<file path="config.mk">
export PLATFORM = sky130hd
export DESIGN_NAME = spi_reg_bridge
export DESIGN_NICKNAME = d
export VERILOG_FILES = /design/src/rtl/spi_reg_bridge.sv
export SDC_FILE = /design/constraint.sdc
export NUM_CORES = 1
export LEC_CHECK = 0
export BUFFER_PORTS_ARGS = -buffer_cell sky130_fd_sc_hd__buf_4
export CORE_MARGIN = 8
export CORE_UTILIZATION = 40
export DETAILED_ROUTE_END_ITERATION = 16
export SLEW_MARGIN = 10
export SYNTH_ARGS = -nofsm -noshare
export SYNTH_HDL_FRONTEND = slang
export SYNTH_SLANG_ARGS = --single-unit
</file>
<file path="constraint.sdc">
create_clock -name clk -period 2.1 [get_ports clk]
set_clock_uncertainty 0.2 [all_clocks]
set_input_delay 0.315 -clock clk [delete_from_list [all_inputs] [get_ports clk]]
set_output_delay 0.315 -clock clk [all_outputs]
set_load 0.005 [all_outputs]
</file>
<file path="src/rtl/spi_reg_bridge.sv">
// SPI mode-0 slave that turns 16-bit host frames into single-cycle register strobes.
// Frame: bit15 = R/W (1 = read), bits[14:8] = address, bits[7:0] = write data.
// All SPI pins are oversampled in the clk domain; sclk must be at most clk/16.
module spi_reg_bridge #(
  parameter int unsigned ADDR_W      = 7,
  parameter int unsigned DATA_W      = 8,
  parameter int unsigned SYNC_STAGES = 2,
  parameter int unsigned RD_LATENCY  = 1
) (
  input  logic              clk,
  input  logic              reset,
  input  logic              spi_sclk,
  input  logic              spi_cs_n,
  input  logic              spi_mosi,
  output logic              spi_miso,
  output logic              spi_miso_oe,
  output logic [ADDR_W-1:0] reg_addr,
  output logic              reg_wr_en,
  output logic              reg_rd_en,
  output logic [DATA_W-1:0] reg_wdata,
  input  logic [DATA_W-1:0] reg_rdata,
  output logic              frame_err
);

  // Rise counts at which the command byte and the whole frame are complete (0-based).
  localparam logic [4:0] CmdLast     = 5'(ADDR_W);
  localparam logic [4:0] FrameLast   = 5'(ADDR_W + DATA_W);
  localparam logic [4:0] FrameLen    = FrameLast + 5'd1;
  localparam logic [4:0] CntSat      = FrameLen + 5'd1;
  localparam logic [2:0] FlushCycles = 3'(SYNC_STAGES + 1);

  typedef enum logic [2:0] {
    StIdle, StCmd, StRdStb, StRdWait, StRdData, StWrData, StWrStb, StDone
  } state_e;

  state_e state_q, state_d;

  logic [SYNC_STAGES-1:0] sclk_sync, cs_sync, mosi_sync;
  logic                   sclk_dly, cs_dly;
  logic                   sclk_s, cs_s, mosi_s;
  logic                   sclk_rise, sclk_fall, cs_rise, cs_fall, cs_fall_ok;
  logic [2:0]             flush_q;
  logic                   armed_q;
  logic [4:0]             bit_cnt_q;
  logic [DATA_W-2:0]      shift_q;
  logic [DATA_W-1:0]      tx_q;
  logic                   miso_q;
  logic [1:0]             lat_q;
  logic                   cmd_done, wr_done, rd_done, load_tx;

  assign sclk_s    = sclk_sync[SYNC_STAGES-1];
  assign cs_s      = cs_sync[SYNC_STAGES-1];
  assign mosi_s    = mosi_sync[SYNC_STAGES-1];
  assign sclk_rise = sclk_s & ~sclk_dly;
  assign sclk_fall = ~sclk_s & sclk_dly;
  assign cs_rise   = cs_s & ~cs_dly;
  assign cs_fall   = ~cs_s & cs_dly;
  // A cs_n already low when reset drops must not look like a fresh frame start.
  assign cs_fall_ok = cs_fall & armed_q;

  // Last command / data bit sampled without a competing cs_n edge.
  assign cmd_done = (state_q == StCmd) & sclk_rise & (bit_cnt_q == CmdLast) &
                    ~cs_fall_ok & ~cs_rise;
  assign wr_done  = (state_q == StWrData) & sclk_rise & (bit_cnt_q == FrameLast) &
                    ~cs_fall_ok & ~cs_rise;
  assign rd_done  = (state_q == StRdData) & sclk_rise & (bit_cnt_q == FrameLast) &
                    ~cs_fall_ok & ~cs_rise;
  assign load_tx  = ((state_q == StRdStb) && (RD_LATENCY == 0)) ||
                    ((state_q == StRdWait) && (lat_q == 2'(RD_LATENCY)));

  // Input synchronizers plus one delay flop for edge detection.
  always_ff @(posedge clk or posedge reset) begin
    if (reset) begin
      sclk_sync <= '0;
      cs_sync   <= '1;
      mosi_sync <= '0;
      sclk_dly  <= 1'b0;
      cs_dly    <= 1'b1;
    end else begin
      sclk_sync <= {sclk_sync[SYNC_STAGES-2:0], spi_sclk};
      cs_sync   <= {cs_sync[SYNC_STAGES-2:0], spi_cs_n};
      mosi_sync <= {mosi_sync[SYNC_STAGES-2:0], spi_mosi};
      sclk_dly  <= sclk_s;
      cs_dly    <= cs_s;
    end
  end

  // Arm frame starts only once cs_n has been seen high with a flushed synchronizer.
  always_ff @(posedge clk or posedge reset) begin
    if (reset) begin
      flush_q <= '0;
      armed_q <= 1'b0;
    end else begin
      if (flush_q != FlushCycles) flush_q <= flush_q + 3'd1;
      if ((flush_q == FlushCycles) && cs_s) armed_q <= 1'b1;
    end
  end

  // FSM state register.
  always_ff @(posedge clk or posedge reset) begin
    if (reset) state_q <= StIdle;
    else       state_q <= state_d;
  end

  // FSM next state; cs_n edges override everything.
  always_comb begin
    state_d = state_q;
    if (cs_fall_ok) begin
      state_d = StCmd;
    end else if (cs_rise) begin
      state_d = StIdle;
    end else begin
      case (state_q)
        StCmd:    if (cmd_done) state_d = shift_q[ADDR_W-1] ? StRdStb : StWrData;
        StRdStb:  state_d = (RD_LATENCY == 0) ? StRdData : StRdWait;
        StRdWait: if (load_tx) state_d = StRdData;
        StRdData: if (rd_done) state_d = StDone;
        StWrData: if (wr_done) state_d = StWrStb;
        StWrStb:  state_d = StDone;
        default:  ;
      endcase
    end
  end

  // FSM outputs: strobes are decoded straight from state so reset clears them at once.
  always_comb begin
    reg_rd_en = (state_q == StRdStb);
    reg_wr_en = (state_q == StWrStb);
    spi_miso  = (state_q == StRdData) & miso_q;
  end

  // Bit counter, shift registers, latched register-side outputs and status flops.
  always_ff @(posedge clk or posedge reset) begin
    if (reset) begin
      bit_cnt_q   <= '0;
      shift_q     <= '0;
      tx_q        <= '0;
      miso_q      <= 1'b0;
      lat_q       <= '0;
      reg_addr    <= '0;
      reg_wdata   <= '0;
      spi_miso_oe <= 1'b0;
      frame_err   <= 1'b0;
    end else begin
      spi_miso_oe <= ~cs_s;
      frame_err   <= cs_rise && (state_q != StIdle) &&
                     (bit_cnt_q != 5'd0) && (bit_cnt_q != FrameLen);

      if (cs_fall_ok) begin
        bit_cnt_q <= '0;
        shift_q   <= '0;
      end else if (sclk_rise && (state_q != StIdle)) begin
        if (bit_cnt_q != CntSat) bit_cnt_q <= bit_cnt_q + 5'd1;
        shift_q <= {shift_q[DATA_W-3:0], mosi_s};
      end

      if (cmd_done) reg_addr  <= {shift_q[ADDR_W-2:0], mosi_s};
      if (wr_done)  reg_wdata <= {shift_q, mosi_s};

      if (state_q == StRdStb)       lat_q <= 2'd1;
      else if (state_q == StRdWait) lat_q <= lat_q + 2'd1;

      if (load_tx) tx_q <= reg_rdata;
      else if ((state_q == StRdData) && sclk_fall) tx_q <= {tx_q[DATA_W-2:0], 1'b0};

      // MISO changes on sclk fall so the host sees a stable bit at its next rise.
      if (state_q != StRdData) miso_q <= 1'b0;
      else if (sclk_fall)      miso_q <= tx_q[DATA_W-1];
    end
  end

endmodule

</file>
Word level (Yosys, flattened, before mapping)
Cells that the tools add are included.

word-level totals
  input bits = 13
  logic and storage cells = 98
  flip-flop bits (word level) = 55
  output and inout port bits = 20

cells by class
  muxes and demuxes = 19
  bitwise operators = 24
  reduce and logical (&&, ||, !) cells = 17
  add/subtract/negate cells = 3
  eq/ne operators = 18

operators by type and width
  operator             count
  $mux 3               7
  $and 1x1->1          18
  $pmux 3 s6           1
  $mux 8               2
  $ne 4x4->1 const B   4
  $mux 5               3
  $mux 7               2
  $ne 5x5->1 const B   2
  $reduce_bool 2->1    5
  $eq 3x2->1 const B   3
  $eq 3x3->1 const B   3
  $reduce_bool 8->1    1
  $logic_and 1x1->1    7
  $not 1->1            6
  $add 5x1->5 const B  1
  $eq 5x3->1 const B   1
  $eq 5x4->1 const B   1
  $reduce_and 5->1     1
  $reduce_bool 5->1    1
  $mux 2               2
  $add 3x1->3 const B  1
  $eq 3x1->1 const B   1
  $ne 3x2->1 const B   1
  $ne 3x3->1 const B   1
  other kinds (5)      6

Depth between registers and ports, before layout
  depth in word-level cells = 10
  mapped depth = 7
  gate-level depth less buffers = 7

Least setup slack after synthesis
No wires, ideal clock.

  path type = reg-to-reg
  from = reg bit_cnt_q[0]
  to = reg state_q[2]
  cell stages (with the launch flop) = 8
  data required time = 1.806 ns
  library setup time = 0.094 ns
  slack = -0.020 ns
  buffers on the path = 0
  period minus slack after synthesis = 2.120 ns
  data arrival time = 1.826 ns
  cell sequence = dfrtp_1 ha_1 and3_1 ha_1 nand4b_1 o221ai_1 or2_2 a221oi_2

between the ends
  cells in the longest elaborated chain, start to end = 6
  elaborated cells on any way between the ends = 15
  those cells by class = eq/ne: 5; bitwise: 9; reduce/logical: 1

RTL lines
  what                                             line        source
  from (decl)                                      44          logic [4:0] bit_cnt_q;
  from (signal assigned)                           153         if (bit_cnt_q != CntSat) bit_cnt_q <= bit_cnt_q + 5'd1;
  $eq 5x4->1 / $eq 5x3->1 (equally long branches)  64, 66, 62
  $and 1x1->1 (on tied branches) (2 in series)     66, 62, 64
  $and 1x1->1 (on tied branches)                   67, 63, 65
  $ne 4x4->1 (no line)                             n/a
  $reduce_and 5->1 (no line) *                     n/a
  to (signal assigned)                             101         if (reset) state_q <= StIdle;
  to (signal assigned)                             102         else state_q <= state_d;
  to (decl)                                        36          state_e state_q, state_d;

Mark *: on every way between the ends. The rest lies on a longest branch, timed or not.
A chain may end at the register's enable or synchronous reset.

Final worst setup path
  from = reg bit_cnt_q[0]
  to = reg reg_wdata[2]

between the ends
  cells in the longest elaborated chain, start to end = 4

RTL lines
  what                       line  source
  $eq 5x4->1                 64    assign wr_done = (state_q == StWrData) & sclk_rise & (bit_cnt_q == FrameLast) &
  $and 1x1->1 (2 in series)  64
  $and 1x1->1                65    ~cs_fall_ok & ~cs_rise;
  to (signal assigned)       158   if (wr_done) reg_wdata <= {shift_q, mosi_s};
  to (decl)                  20    output logic [DATA_W-1:0] reg_wdata,

Every way passes these cells.

==> metrics.csv <==
stage,metric,value,unit
run_status,status,finished with violations,
run_status,failed_checks,setup timing,
die,initial_utilization,40.4,%
timing,setup_viol,10,
grt,antenna_found_initial,0,
hold_path,hold_path.class,primary input to flop,
worst_setup_path,critical_path.max_stage_delay,0.37,ns
worst_setup_path,startpoint,bit_cnt_q[0],
grt,grt_pass1_vias,1771,
cells_and_area,final_util,50.7,%
worst_setup_path,r2r-start,bit_cnt_q[0],
cells_and_area,nets,285,
die,die_w,95.2,µm
die,core,6200,µm²
worst_setup_path,cp_max_fo,8,
logic_synthesis,ys_seq_elements,55,
logic_synthesis,seq_area_frac_synth,55.1,%
cells_and_area,n_antenna_cell,0,
cells_and_area,drive_above_1_share,35.3,%
timing,fin_ws,-0.0635,ns
die,die_area,9050,µm²
worst_setup_path,critPathKind,flop to flop,
die,num_rows,29,
detailed_routing,ant_nets,0,
worst_setup_path,r2r_slack,-0.06,ns
timing,tightest_slew,0.451,ns
cells_and_area,finalInstanceArea,3140,µm²
worst_setup_path,r2r-end,reg_wdata[2],
power_and_ir_drop,leakagePower,0.00154,µW
die,die_y,95.2,µm
worst_setup_path,arrival,2.17,ns
worst_setup_path,worst_setup_path_start_kind,flop,
power_and_ir_drop,power_density,905,nW/µm²
grt,grt_usage,11.5,%
clocking,clk_pin_slew,0.10,ns
detailed_routing,drc_errors,0,
hold_path,hp-start,reg_rdata[4],
detailed_routing,vias_per_cell,4.91,
worst_setup_path,cp_data_required_time,2.10,ns
cells_and_area,syn_to_final_growth,25.5,%
logic_synthesis,syn_inst,212,
logic_synthesis,syn_nets,232,
run,drv_cap,0,
worst_setup_path,crit_cells,7,
clocking,root_buffer,clkbuf_8,
timing,clock.fmax,462,MHz
logic_synthesis,yosysUniqueCellTypes,45,
worst_setup_path,slowest_stage,dfrtp_1,
timing,relSlewSlack,70.0,%
worst_setup_path,worst_setup_path_end_kind,flop,
power_and_ir_drop,peakVddDrop,0.000434,V
clocking,cts_buffer_depth,2,
timing,rsz0062_at_grt,true,
detailed_routing,vias,1684,
worst_setup_path,cp_top_family,simple AND/OR/NAND/NOR gates,
placed_design,placed_cell_area,2950,µm²
detailed_routing,totalWireLength,4780,µm
grt,grt_max_degree,56,
clocking,clk_latency,0.31,ns
placed_design,io_buffers,32,
logic_synthesis,avgSynthCellArea,11.8,µm²
cells_and_area,regArea,1380,µm²
die,ios,33,
worst_setup_path,crit_end,reg_wdata[2],
grt,grt_pass1_wl,8270,µm
detailed_routing,drt_iter0_markers,103,
timing,hold_violations,0,
logic_synthesis,yosysWarnings,0,
worst_setup_path,path_cells,"ha_2, and3_4, ha_4, nand4b_1, nor4_4, nand2_4, mux2_4",
placed_design,dp_hpwl,3420,µm
detailed_routing,drtPass1Iterations,4,
timing,period_share,103,%
cells_and_area,fillers,558,
clocking,tritoncts,yes,
clocking,cts_buffers,5,
clocking,cts_sinks,55,
timing,drv_slew,0,
logic_synthesis,synthesis.area,2510,µm²
timing,fin_crit,2.16,ns
clocking,cts-htree-levels,2,
placed_design,gp_congestion,0.843,
cells_and_area,multi_input_area,1070,µm²
detailed_routing,wl_per_cell,13.9,µm
grt,overflow,0,
worst_setup_path,cp_num_buf_inv,0,
worst_setup_path,rr_worst_depth,7,
[tightest hold or removal path, stage by stage]
cell	delay, ns
buf_4	0.07
nor2_1	0.03
a21oi_1	0.10
[area by class of cell]
| cell class | instances | area share (%) |
|---|---|---|
| Clock inverter | 2 | 1.23 |
| Clock buffer | 6 | 2.31 |
| Inverter | 11 | 1.31 |
| Sequential cell | 55 | 43.9 |
| Tap cell | 77 | 3.06 |
| Multi-Input combinational cell | 137 | 33.9 |
| Timing Repair Buffer | 55 | 14.2 |
[cell families (layout without fill, tap and decap cells)]
family	Yosys count	count (layout)	share of synthesized area [%]
buf+inv	20	74	3.64
simple gates	64	64	14.1
flops	55	55	55.1
xor+xnor	4	4	1.40
compound gates	29	29	8.29
mux	33	33	14.0
fa+ha+maj	7	7	3.49
[through the flow]
stage | power, µW | hold slack, ns | setup TNS (ns) | cells | setup WS (ns)
4_1_cts | 2870 | 0.0479 | -0.399 | 341 | -0.0676
3_3_place_gp | 2120 | 0.133 | 0 | 329 | 0.0437
2_1_floorplan | 1900 | 0.119 | 0 | 212 | 0.0158
3_5_place_dp | 2130 | 0.147 | -0.00203 | 329 | -0.00203
5_1_grt | 3040 | 0.0521 | -1.49 | 343 | -0.176
6_report | 2840 | 0.0450 | -0.330 | 343 | -0.0635
[per-layer routing]
layer	track usage, %	vias to the layer above	part of all wire [%]
met3	3.46	6	6.2
met5	0	-	0
met4	3.90	0	1.3
li1	-	837	-
met2	18.8	40	47
met1	14.2	801	46
[sequential cells by signal, summed over array words and instances, names as in the netlist, 3 cells and up]
signal,count
flush_q,3
bit_cnt_q,5
state_q,3
tx_q,8
shift_q,7
reg_wdata,8
reg_addr,7
[synth_stat cells]
| cell type | number | area (µm²) |
|---|---|---|
| dfrtp_1 | 52 | 1300 |
| nor2_2 | 1 | 6.26 |
| or2b_1 | 1 | 7.51 |
| buf_4 | 1 | 7.51 |
| mux2_2 | 17 | 191 |
| or2_2 | 2 | 12.5 |
| nand4b_1 | 1 | 8.76 |
| nand3_1 | 4 | 20.0 |
| o211ai_1 | 1 | 7.51 |
| o21a_1 | 1 | 7.51 |
| mux2i_1 | 16 | 160 |
| a311oi_2 | 1 | 15.0 |
| nor2b_1 | 4 | 25.0 |
| nor4_1 | 2 | 12.5 |
| nor3_1 | 2 | 10.0 |
| a31oi_1 | 1 | 6.26 |
| a21o_1 | 1 | 7.51 |
| nand2_4 | 1 | 11.3 |
| dfstp_2 | 3 | 78.8 |
| o32a_1 | 1 | 10.0 |
| and3_1 | 4 | 25.0 |
| nand2b_1 | 6 | 37.5 |
| nand3_2 | 1 | 10.0 |
| nand3b_1 | 1 | 7.51 |
| nor3_2 | 1 | 10.0 |
| nor2_1 | 24 | 90.1 |
| nand2_1 | 6 | 22.5 |
| o21ai_0 | 4 | 20.0 |
| o221ai_1 | 3 | 26.3 |
| o22a_1 | 1 | 8.76 |
| xor2_1 | 1 | 8.76 |
| and3b_1 | 1 | 8.76 |
| buf_2 | 4 | 20.0 |
| a21bo_2 | 1 | 10.0 |
| nor4_4 | 1 | 21.3 |
| inv_1 | 11 | 41.3 |
| a221oi_2 | 1 | 15.0 |
| or3_1 | 1 | 6.26 |
| a211oi_1 | 2 | 15.0 |
| buf_6 | 1 | 11.3 |
| clkbuf_1 | 3 | 11.3 |
| xnor2_1 | 3 | 26.3 |
| a21oi_1 | 10 | 50.1 |
| ha_1 | 7 | 87.6 |
| o41ai_1 | 1 | 8.76 |
[placed cells by master (no fill, tap or decap), types with 2 or more instances in the layout]
cell type / instances
ha_1: 5
o21ai_0: 4
mux2i_1: 16
nand2b_1: 6
a21oi_1: 10
clkbuf_8: 5
o221ai_1: 3
buf_4: 49
and3_1: 3
dfstp_2: 3
inv_1: 10
nor4_1: 2
buf_12: 2
nor3_2: 2
nand3_1: 4
a211oi_1: 2
nand2_1: 6
nor2b_1: 4
mux2_2: 16
nor2_1: 24
dlygate4sd3_1: 4
dfrtp_1: 52
xnor2_1: 3
[report_power, final]
group          internal [µW]  switching, µW  total [µW]
clock                    361            351         712
combinational            391            398         789
sequential              1220            119        1340
[repair_timing]
item                                    CTS  global route
buffers inserted                          0             2
endpoints found under the hold margin    55             0
hold buffers                              4             0
endpoints found under the setup margin    9            18
gates resized for setup                   4             3
pin swaps                                 0             1
[worst min-delay path by stage]
stage	end	slack, ns	depth (start not counted)
after floorplan	cs_sync[0]	0.12	0
after global placement	mosi_sync[1]	0.13	0
after detailed placement	cs_sync[1]	0.15	0
after CTS	tx_q[4]	0.05	3
after global routing	tx_q[4]	0.05	3
final	tx_q[4]	0.04	3
No activity file was read; power rests on OpenSTA's default activity.
